--- src/rtl/dds_cmd_pkg.sv ---
// Shared constants and types for the DDS command framer: header byte, opcodes,
// rejection codes and the receive FSM state encoding.
package dds_cmd_pkg;

  localparam logic [7:0] HDR       = 8'hA5;

  localparam logic [7:0] OPC_WAVE  = 8'h01;
  localparam logic [7:0] OPC_FREQ  = 8'h02;
  localparam logic [7:0] OPC_AMP   = 8'h03;
  localparam logic [7:0] OPC_PHASE = 8'h04;

  localparam logic [1:0] ERR_NONE  = 2'd0;
  localparam logic [1:0] ERR_CSUM  = 2'd1;
  localparam logic [1:0] ERR_OPC   = 2'd2;
  localparam logic [1:0] ERR_TMO   = 2'd3;

  typedef enum logic [2:0] {
    ST_IDLE = 3'd0,
    ST_OPC  = 3'd1,
    ST_DHI  = 3'd2,
    ST_DLO  = 3'd3,
    ST_CSUM = 3'd4
  } rx_state_t;

  function automatic logic is_valid_opc(input logic [7:0] opc);
    return (opc >= OPC_WAVE) && (opc <= OPC_PHASE);
  endfunction

endpackage

--- src/rtl/cmd_frame_rx_if.sv ---
// Byte stream from the FT245 receive side: a one-cycle valid strobe with its data byte.
interface cmd_frame_rx_if;
  logic       byte_valid;
  logic [7:0] byte_data;

  modport master (output byte_valid, output byte_data);
  modport slave  (input  byte_valid, input  byte_data);
endinterface

--- src/rtl/cmd_frame_rx_gap_timer.sv ---
// Saturating inter-byte gap counter; expired stays high once the limit is reached
// until the next clear.
module gap_timer #(
  parameter int TIMEOUT_CYC = 100000
) (
  input  logic clk,
  input  logic rst_n,
  input  logic clear,
  input  logic enable,
  output logic expired
);

  localparam int W = $clog2(TIMEOUT_CYC + 1);
  localparam logic [W-1:0] LIMIT = W'(TIMEOUT_CYC);

  logic [W-1:0] count;

  always_ff @(posedge clk or negedge rst_n) begin
    if (!rst_n) begin
      count <= '0;
    end else if (clear) begin
      count <= '0;
    end else if (enable && (count != LIMIT)) begin
      count <= count + 1'b1;
    end
  end

  assign expired = (count == LIMIT);

endmodule

--- src/rtl/cmd_frame_rx.sv ---
// Assembles A5/OPC/DHI/DLO/CS frames from the byte stream and commits the
// signal-generator parameter selected by the opcode when the XOR checksum matches.
module cmd_frame_rx
  import dds_cmd_pkg::*;
#(
  parameter int TIMEOUT_CYC = 100000
) (
  input  logic                clk,
  input  logic                rst_n,
  cmd_frame_rx_if.slave       rx,
  output logic [2:0]          state,
  output logic [11:0]         state_freq,
  output logic [3:0]          state_amp,
  output logic [7:0]          state_phase,
  output logic                param_update,
  output logic                frame_err,
  output logic [1:0]          err_code
);

  rx_state_t  cur_st, nxt_st;
  logic [7:0] opc_q, dhi_q, dlo_q;
  logic       expired;
  logic       commit;
  logic       err;
  logic [1:0] err_nxt;

  gap_timer #(.TIMEOUT_CYC(TIMEOUT_CYC)) u_gap_timer (
    .clk     (clk),
    .rst_n   (rst_n),
    .clear   (rx.byte_valid),
    .enable  (cur_st != ST_IDLE),
    .expired (expired)
  );

  always_ff @(posedge clk or negedge rst_n) begin
    if (!rst_n) begin
      cur_st <= ST_IDLE;
    end else begin
      cur_st <= nxt_st;
    end
  end

  // A byte always takes priority over a timeout landing in the same cycle.
  always_comb begin
    nxt_st  = cur_st;
    commit  = 1'b0;
    err     = 1'b0;
    err_nxt = ERR_NONE;
    if (rx.byte_valid) begin
      unique case (cur_st)
        ST_IDLE: if (rx.byte_data == HDR) nxt_st = ST_OPC;
        ST_OPC:  nxt_st = ST_DHI;
        ST_DHI:  nxt_st = ST_DLO;
        ST_DLO:  nxt_st = ST_CSUM;
        ST_CSUM: begin
          nxt_st = ST_IDLE;
          if (rx.byte_data != (opc_q ^ dhi_q ^ dlo_q)) begin
            err     = 1'b1;
            err_nxt = ERR_CSUM;
          end else if (!is_valid_opc(opc_q)) begin
            err     = 1'b1;
            err_nxt = ERR_OPC;
          end else begin
            commit  = 1'b1;
          end
        end
        default: nxt_st = ST_IDLE;
      endcase
    end else if ((cur_st != ST_IDLE) && expired) begin
      nxt_st  = ST_IDLE;
      err     = 1'b1;
      err_nxt = ERR_TMO;
    end
  end

  always_ff @(posedge clk or negedge rst_n) begin
    if (!rst_n) begin
      opc_q <= '0;
      dhi_q <= '0;
      dlo_q <= '0;
    end else if (rx.byte_valid) begin
      unique case (cur_st)
        ST_OPC:  opc_q <= rx.byte_data;
        ST_DHI:  dhi_q <= rx.byte_data;
        ST_DLO:  dlo_q <= rx.byte_data;
        default: ;
      endcase
    end
  end

  // Parameter registers reset to a safe audible default: sine-0, lowest freq, full amplitude.
  always_ff @(posedge clk or negedge rst_n) begin
    if (!rst_n) begin
      state        <= 3'd0;
      state_freq   <= 12'd1;
      state_amp    <= 4'hF;
      state_phase  <= 8'd0;
      param_update <= 1'b0;
      frame_err    <= 1'b0;
      err_code     <= ERR_NONE;
    end else begin
      param_update <= commit;
      frame_err    <= err;
      if (err) err_code <= err_nxt;
      if (commit) begin
        unique case (opc_q)
          OPC_WAVE:  state       <= dlo_q[2:0];
          OPC_FREQ:  state_freq  <= {dhi_q[3:0], dlo_q};
          OPC_AMP:   state_amp   <= dlo_q[3:0];
          OPC_PHASE: state_phase <= dlo_q;
          default: ;
        endcase
      end
    end
  end

endmodule

--- src/flat_wrapper.sv ---
// flat-port wrapper written by rule: the top's interface ports become plain ports
module cmd_frame_rx_flat import dds_cmd_pkg::*;
#(
  parameter int TIMEOUT_CYC = 100000
)
  (clk, rst_n, state, state_freq, state_amp, state_phase, param_update, frame_err, err_code, rx_byte_valid, rx_byte_data);
  cmd_frame_rx_if rx_i ();
  input  logic clk;
  input  logic rst_n;
  output logic [2:0] state;
  output logic [11:0] state_freq;
  output logic [3:0] state_amp;
  output logic [7:0] state_phase;
  output logic param_update;
  output logic frame_err;
  output logic [1:0] err_code;
  input wire logic [$bits(rx_i.byte_valid)-1:0] rx_byte_valid;
  input wire logic [$bits(rx_i.byte_data)-1:0] rx_byte_data;
  assign rx_i.byte_valid = rx_byte_valid;
  assign rx_i.byte_data = rx_byte_data;
  cmd_frame_rx #(.TIMEOUT_CYC(TIMEOUT_CYC)) u_core (.clk(clk), .rst_n(rst_n), .rx(rx_i), .state(state), .state_freq(state_freq), .state_amp(state_amp), .state_phase(state_phase), .param_update(param_update), .frame_err(frame_err), .err_code(err_code));
endmodule
--- config.mk ---
export PLATFORM = sky130hd
export DESIGN_NAME = cmd_frame_rx_flat
export DESIGN_NICKNAME = d
export VERILOG_FILES = /design/src/rtl/dds_cmd_pkg.sv /design/src/rtl/cmd_frame_rx_if.sv /design/src/rtl/cmd_frame_rx_gap_timer.sv /design/src/rtl/cmd_frame_rx.sv /design/src/flat_wrapper.sv
export SDC_FILE = /design/constraint.sdc
export NUM_CORES = 1
export LEC_CHECK = 0
export ABC_AREA = 1
export CAP_MARGIN = 20
export CORE_AREA = 2 2 118 120
export CTS_BUF_LIST = sky130_fd_sc_hd__clkbuf_16
export CTS_CLUSTER_SIZE = 30
export DETAILED_ROUTE_END_ITERATION = 7
export DIE_AREA = 0 0 120 122
export GPL_TIMING_DRIVEN = 0
export PLACE_DENSITY = 0.58
export SKIP_CTS_REPAIR_TIMING = 1
export SLEW_MARGIN = 20
export SYNTH_ARGS = -nofsm -noshare
export SYNTH_HDL_FRONTEND = slang
export SYNTH_SLANG_ARGS = --single-unit
--- constraint.sdc ---
create_clock -name clk -period 2 [get_ports clk]
set_clock_uncertainty 0.05 [all_clocks]
set_input_delay 0.4 -clock clk [delete_from_list [all_inputs] [get_ports clk]]
set_output_delay 0.4 -clock clk [all_outputs]
set_load 0.005 [all_outputs]
# Yosys cells after proc, flatten, opt, wreduce, memory -nomap -nowiden
# Cells that the tools add are included.
# classes
order_cmp	2
n_reduce_logical	15
n_mux	20
addsub	1
n_eq_ne	13
bitwise_logic	2
# op_table
op	n
two-way mux 17 bit	2
adder 17 x 1 -> 17 bit, second input constant	1
equality test 17 bit, second input constant	1
inequality test 17 bit, second input constant	1
equality test 8 x 2 -> 1 bit, second input constant	2
AND reduction 2 bit	8
bitwise XOR 8 bit	2
one-hot mux 3 bit (4 select lines)	1
two-way mux 2 bit	5
two-way mux 1 bit	9
two-way mux 3 bit	3
equality test 8 x 1 -> 1 bit, second input constant	1
equality test 8 x 3 -> 1 bit, second input constant	1
equality test 8 bit, second input constant	1
>= comparator 8 x 1 -> 1 bit, second input constant	1
less-or-equal comparator 8 x 3 -> 1 bit, second input constant	1
inequality test 8 bit	1
equality test 3 x 2 -> 1 bit, second input constant	2
nonzero test 2 bit	2
equality test 3 x 1 -> 1 bit, second input constant	1
equality test 3 bit, second input constant	1
logical AND 1 bit	3
zero test 3 bit	1
inequality test 3 x 2 -> 1 bit, second input constant	1
nonzero test 3 bit	1
# word_totals
out_inout_bits	31
regBits	75
inputBits	11
elab_cells	65

# Depth between registers and ports, before layout
# Gate-level depths: netlist of the first run.
# depth
word_depth	7
mapped_depth	14
depth_no_buf	13

# By module
# From an unflattened synthesis of the first run, not the netlist that was laid out.
# unflattened
hier_cells	590
hier_area_um2	4267.8
# by_module_without_submodules
module	seq_area_each_um2	area_per_inst_um2	n_inst	cells_per_inst
cmd_frame_rx	1457.6	3042.9	1	411
gap_timer	425.4	1224.9	1	179

# Worst setup path after synthesis of the first run
# OpenSTA, ideal clock, no wires.
# synth_path
path_kind	input-to-reg
from	input rx_byte_data[1]
to	register u_core.state_phase[3]
arrival_time_ns	1.459
required_time_ns	1.831
path_slack_ns	0.372
setup_ns	0.119
stages	13
path_cell_list	inv_1 nand2_1 nand2_2 inv_1 nand2_1 nand2_1 nor2_2 nand2_2 nor2_4 nand3b_4 buf_6 nand2_2 o21ai_2
# synth_between
elab_chain_cells	5
# synth_lines
item	line_no	rtl
start, declared	flat_wrapper.sv:18	input wire logic [$bits(rx_i.byte_data)-1:0] rx_byte_data;
inequality test 8 bit	cmd_frame_rx.sv:57	if (rx.byte_data != (opc_q ^ dhi_q ^ dlo_q)) begin
two-way mux 1 bit	cmd_frame_rx.sv:57	
two-way mux 1 bit	cmd_frame_rx.sv:50	unique case (cur_st)
two-way mux 1 bit	cmd_frame_rx.sv:49	if (rx.byte_valid) begin
AND reduction 2 bit (no line)	-	
end signal, assigned	cmd_frame_rx.sv:110	OPC_PHASE: state_phase <= dlo_q;
end, declared	cmd_frame_rx.sv:14	output logic [7:0] state_phase,
# No other way between the ends.
# A chain may end at the register's enable or synchronous reset.

# Worst setup path in the final report of the first run
# layout_path
from	register u_core.u_gap_timer.count[0]
to	register u_core.u_gap_timer.count[14]
# layout_between
elab_chain_cells	3
# layout_lines
item	line_no	rtl
start, declared	cmd_frame_rx_gap_timer.sv:16	logic [W-1:0] count;
start signal, assigned	cmd_frame_rx_gap_timer.sv:24	count <= count + 1'b1;
adder 17 x 1 -> 17 bit / inequality test 17 bit (equally long branches)	cmd_frame_rx_gap_timer.sv:24, cmd_frame_rx_gap_timer.sv:23	
two-way mux 17 bit / logical AND 1 bit (equally long branches)	cmd_frame_rx_gap_timer.sv:23	end else if (enable && (count != LIMIT)) begin
two-way mux 17 bit / nonzero test 2 bit (equally long branches)	-	
# Parallel ways exist; a longest one is shown, timed or not. The select of a mux whose other input is x is not followed.

==> run summary, run 1 <==
Syn Nets: 517
Syn Area/Cell: 7.85 sq um
TritonCTS clock tree: done
Gr ovfl total: 0
Core footprint: 13500 sq um
Area fraction of the dominant cell type after synthesis: 44.3%
Setup-failing EPs final: 0
Reg power frac: 37.5%
Final Slew Violations: 0
Drt first pass iters: 4
Cells after synthesis: 504
Drt drc: 0
Setup TNS: 0 ns
Leakage power: 2.55 nW
Max Root-Sink Buffers: 2
Vias: 3410
R2R Setup Slk: 0.12 ns
Yosys reg bits: 75
Distinct cells, synth: 31
Initial antenna violation count: 0
RSZ-0062 raised after global routing: yes
Pwr/cell area: 1120 nW/um^2
Comb pwr share: 32.1%
Fin crit period: 1.88 ns
Switching share of total power: 37.7%
Vias in the first global route: 3436
Seq/Total Area, Yosys: 47.6%
FP Rows: 43
Max-slew headroom: 57.4%
Period utilization: 94.2%
CTS buffer count: 9
Vias per cell: 4.51
Int Pwr: 3.55 mW
Tot GR Track Use: 14.0%
Slowest cell on the critical path: dfrtp_1
Critical path class: reg2reg
Worst slew pin tran: 0.632 ns
CTS root buf: clkbuf_16
Layout cells sized above 1: 20.5%
Place WS: -0.449 ns
Crit path cell chain: inv_1 > ha_1 > nand4_1 > nor2_2 > nand2_1 > nand2_1 > buf_2 > inv_1 > nand4_1 > o21ai_0
Clock sink count: 75
CP Max Fanout: 10
Starting DRT DRC Count: 198
Fmax achieved: 0.531 GHz
Antenna Nets Post-Route: 0
Die Footprint: 14600 sq um
Total Wirelength: 9.31 mm
Post-Synthesis Cell Area: 3960 sq um
Sw Pwr: 2.16 mW
IO Port Bufs: 41
Fin nets: 584
Status: finished, final reports clean
Synth top area cells: dfrtp_1 44%, nand2_1 14%, inv_1 6.3%
WP data required: 2.16 ns
Largest net degree at the start of global routing: 47
Critical Path Max Stage Delay: 0.38 ns
Starting density of the core: 29.3%
Yosys warning count: 0
First-pass GRT wire length: 16.2 mm
Dpl hpwl: 7.01 mm
CP Capture Type: flop
Max Cap Viol: 0
Final Worst Setup Slack: 0.117 ns
Min-Delay Path Class: in2reg
Final Hold Vio Count: 0
Clock power frac: 30.4%
Worst setup SP type: flop
Die W: 120 microns
Leading area contributor after synthesis: dfrtp_1
Worst Path Arrival: 2.04 ns
RePlAce Congestion: 0.872
Clk_lat worst skew: 0.34 ns
Average routed wire per standard cell: 12.3 microns
# diodes: 0
CTS H-tree lvls: 3
Reg clk slew, reported paths: 0.06 ns
Worst vdd ir: 0.452 mV
Die H: 122 microns
IO Pins: 42
Area Overhead vs Synth: 29.3%
-- Yosys cell counts --
cell type / instances
a21oi_4: 1
inv_1: 66
buf_1: 1
nor3_1: 11
a31oi_1: 2
nor3_2: 2
ha_1: 2
xor2_1: 3
dfrtp_1: 70
nand3_1: 30
nand3_4: 1
nand3_2: 3
buf_2: 1
o31ai_1: 2
dfstp_2: 5
clkbuf_1: 3
inv_2: 9
nand2_2: 20
o21ai_0: 38
nand2_1: 152
nand3b_4: 1
xnor2_1: 2
nand4_1: 12
nor2_1: 30
o21ai_1: 1
o21ai_2: 19
buf_6: 3
nor2_2: 3
a21oi_1: 7
nor4_1: 2
nor2_4: 2
-- critical path, delay by kind of cell (launching register included) --
family / cells / cell delay [ns]
simple gates: 5 / 0.57
compound gates: 1 / 0.09
flops: 1 / 0.38
buf+inv: 3 / 0.49
fa+ha+maj: 1 / 0.17
-- cell type report --
| cell class | count | area (sq um) |
|---|---|---|
| plain buffers | 7 | 60.1 |
| inverters | 75 | 284 |
| flip-flops and latches | 75 | 1890 |
| multi-input cells | 346 | 1760 |
| fillers | 1389 | 8390 |
| repair buffers | 57 | 588 |
| well taps | 180 | 225 |
| clock inverters | 7 | 92.6 |
| clock buffers | 9 | 225 |
-- layout by cell type, fill, tap and decap left out, types with 8 or more instances in the layout --
master	Yosys	routed
nand2_1	152	150
dfrtp_1	70	67
inv_1	66	59
o21ai_0	38	38
clkdlybuf4s50_1	0	32
nand3_1	30	29
nor2_1	30	27
nand2_2	20	22
o21ai_2	19	19
inv_2	9	15
buf_4	0	14
nand4_1	12	12
nor3_1	11	11
clkbuf_16	0	10
dlymetal6s2s_1	0	8
-- worst paths after layout --
kind                                              from                           end  cells past startpoint
min                                    rx_byte_data[4]               u_core.dhi_q[4]                      3
min in group asynchronous                        rst_n         u_core.state_phase[7]                      2
max in group asynchronous                        rst_n               u_core.dlo_q[2]                      3
max                        u_core.u_gap_timer.count[0]  u_core.u_gap_timer.count[14]                     10
max reg2reg                u_core.u_gap_timer.count[0]  u_core.u_gap_timer.count[14]                     10
min reg2reg                        u_core.state_amp[2]           u_core.state_amp[2]                      2
-- stage by stage --
stage / cells / instance area [sq um] / power (mW) / hold slack, ns / util, %
finish: 756 / 5120 / 5.71 / 0.362 / 37.9
global route: 756 / 5120 / 6.17 / 0.404 / 37.9
CTS: 742 / 4940 / 5.67 / -0.0534 / 36.6
detailed placement: 726 / 4620 / 3.91 / 0.315 / 34.2
global placement: 725 / 4590 / 3.86 / 0.409 / 34.0
floorplan: 504 / 3960 / 3.39 / 0.0544 / -
-- per-layer routing --
layer  up-vias  track usage [%]  part of all wire, %
li1       1741                -                    -
met1      1604             17.1                   46
met2        49             23.8                   49
met3        16             2.67                  3.3
met4         0             6.62                  1.9
met5         -                0                    0
-- cells by family (layout without fill, tap and decap cells) --
family / after synthesis / after routing / synth area share [%]
and+or+nand+nor: 269 / 269 / 31.1
adders and majority gates: 2 / 2 / 0.632
xor gates and xnor gates: 5 / 5 / 1.11
buffers and inverters: 83 / 155 / 8.47
AOI/OAI and AO/OA: 70 / 70 / 11.1
DFF: 75 / 75 / 47.6
-- power groups by stage --
stage               sequential (mW)  combinational, mW  clock (mW)
CTS                            2.12               1.78        1.77
global placement               2.13               1.73           0
finish                         2.14               1.83        1.74
detailed placement             2.14               1.77           0
floorplan                      2.07               1.33           0
global route                   2.19               2.14        1.84
-- flip-flops by register name, indices dropped and copies added, names as in the netlist --
register,count
u_core.cur_st,3
u_core.dhi_q,8
u_core.dlo_q,8
u_core.err_code,2
u_core.frame_err,1
u_core.opc_q,8
u_core.param_update,1
u_core.state,3
u_core.state_amp,4
u_core.state_freq,12
u_core.state_phase,8
u_core.u_gap_timer.count,17
Power figures use the tool's default switching activity.
==> run 2, diff against run 1 <==
--- a/config.mk
+++ b/config.mk
@@ -12,7 +12,9 @@
 export CTS_CLUSTER_SIZE = 30
 export DETAILED_ROUTE_END_ITERATION = 7
 export DIE_AREA = 0 0 120 122
+export GPL_ROUTABILITY_DRIVEN = 0
 export GPL_TIMING_DRIVEN = 0
+export HOLD_SLACK_MARGIN = 0.05
 export PLACE_DENSITY = 0.58
 export SKIP_CTS_REPAIR_TIMING = 1
 export SLEW_MARGIN = 20
==> results of run 2 <==
Same layout as run 1: the final DEF is identical, and so are final timing and power.
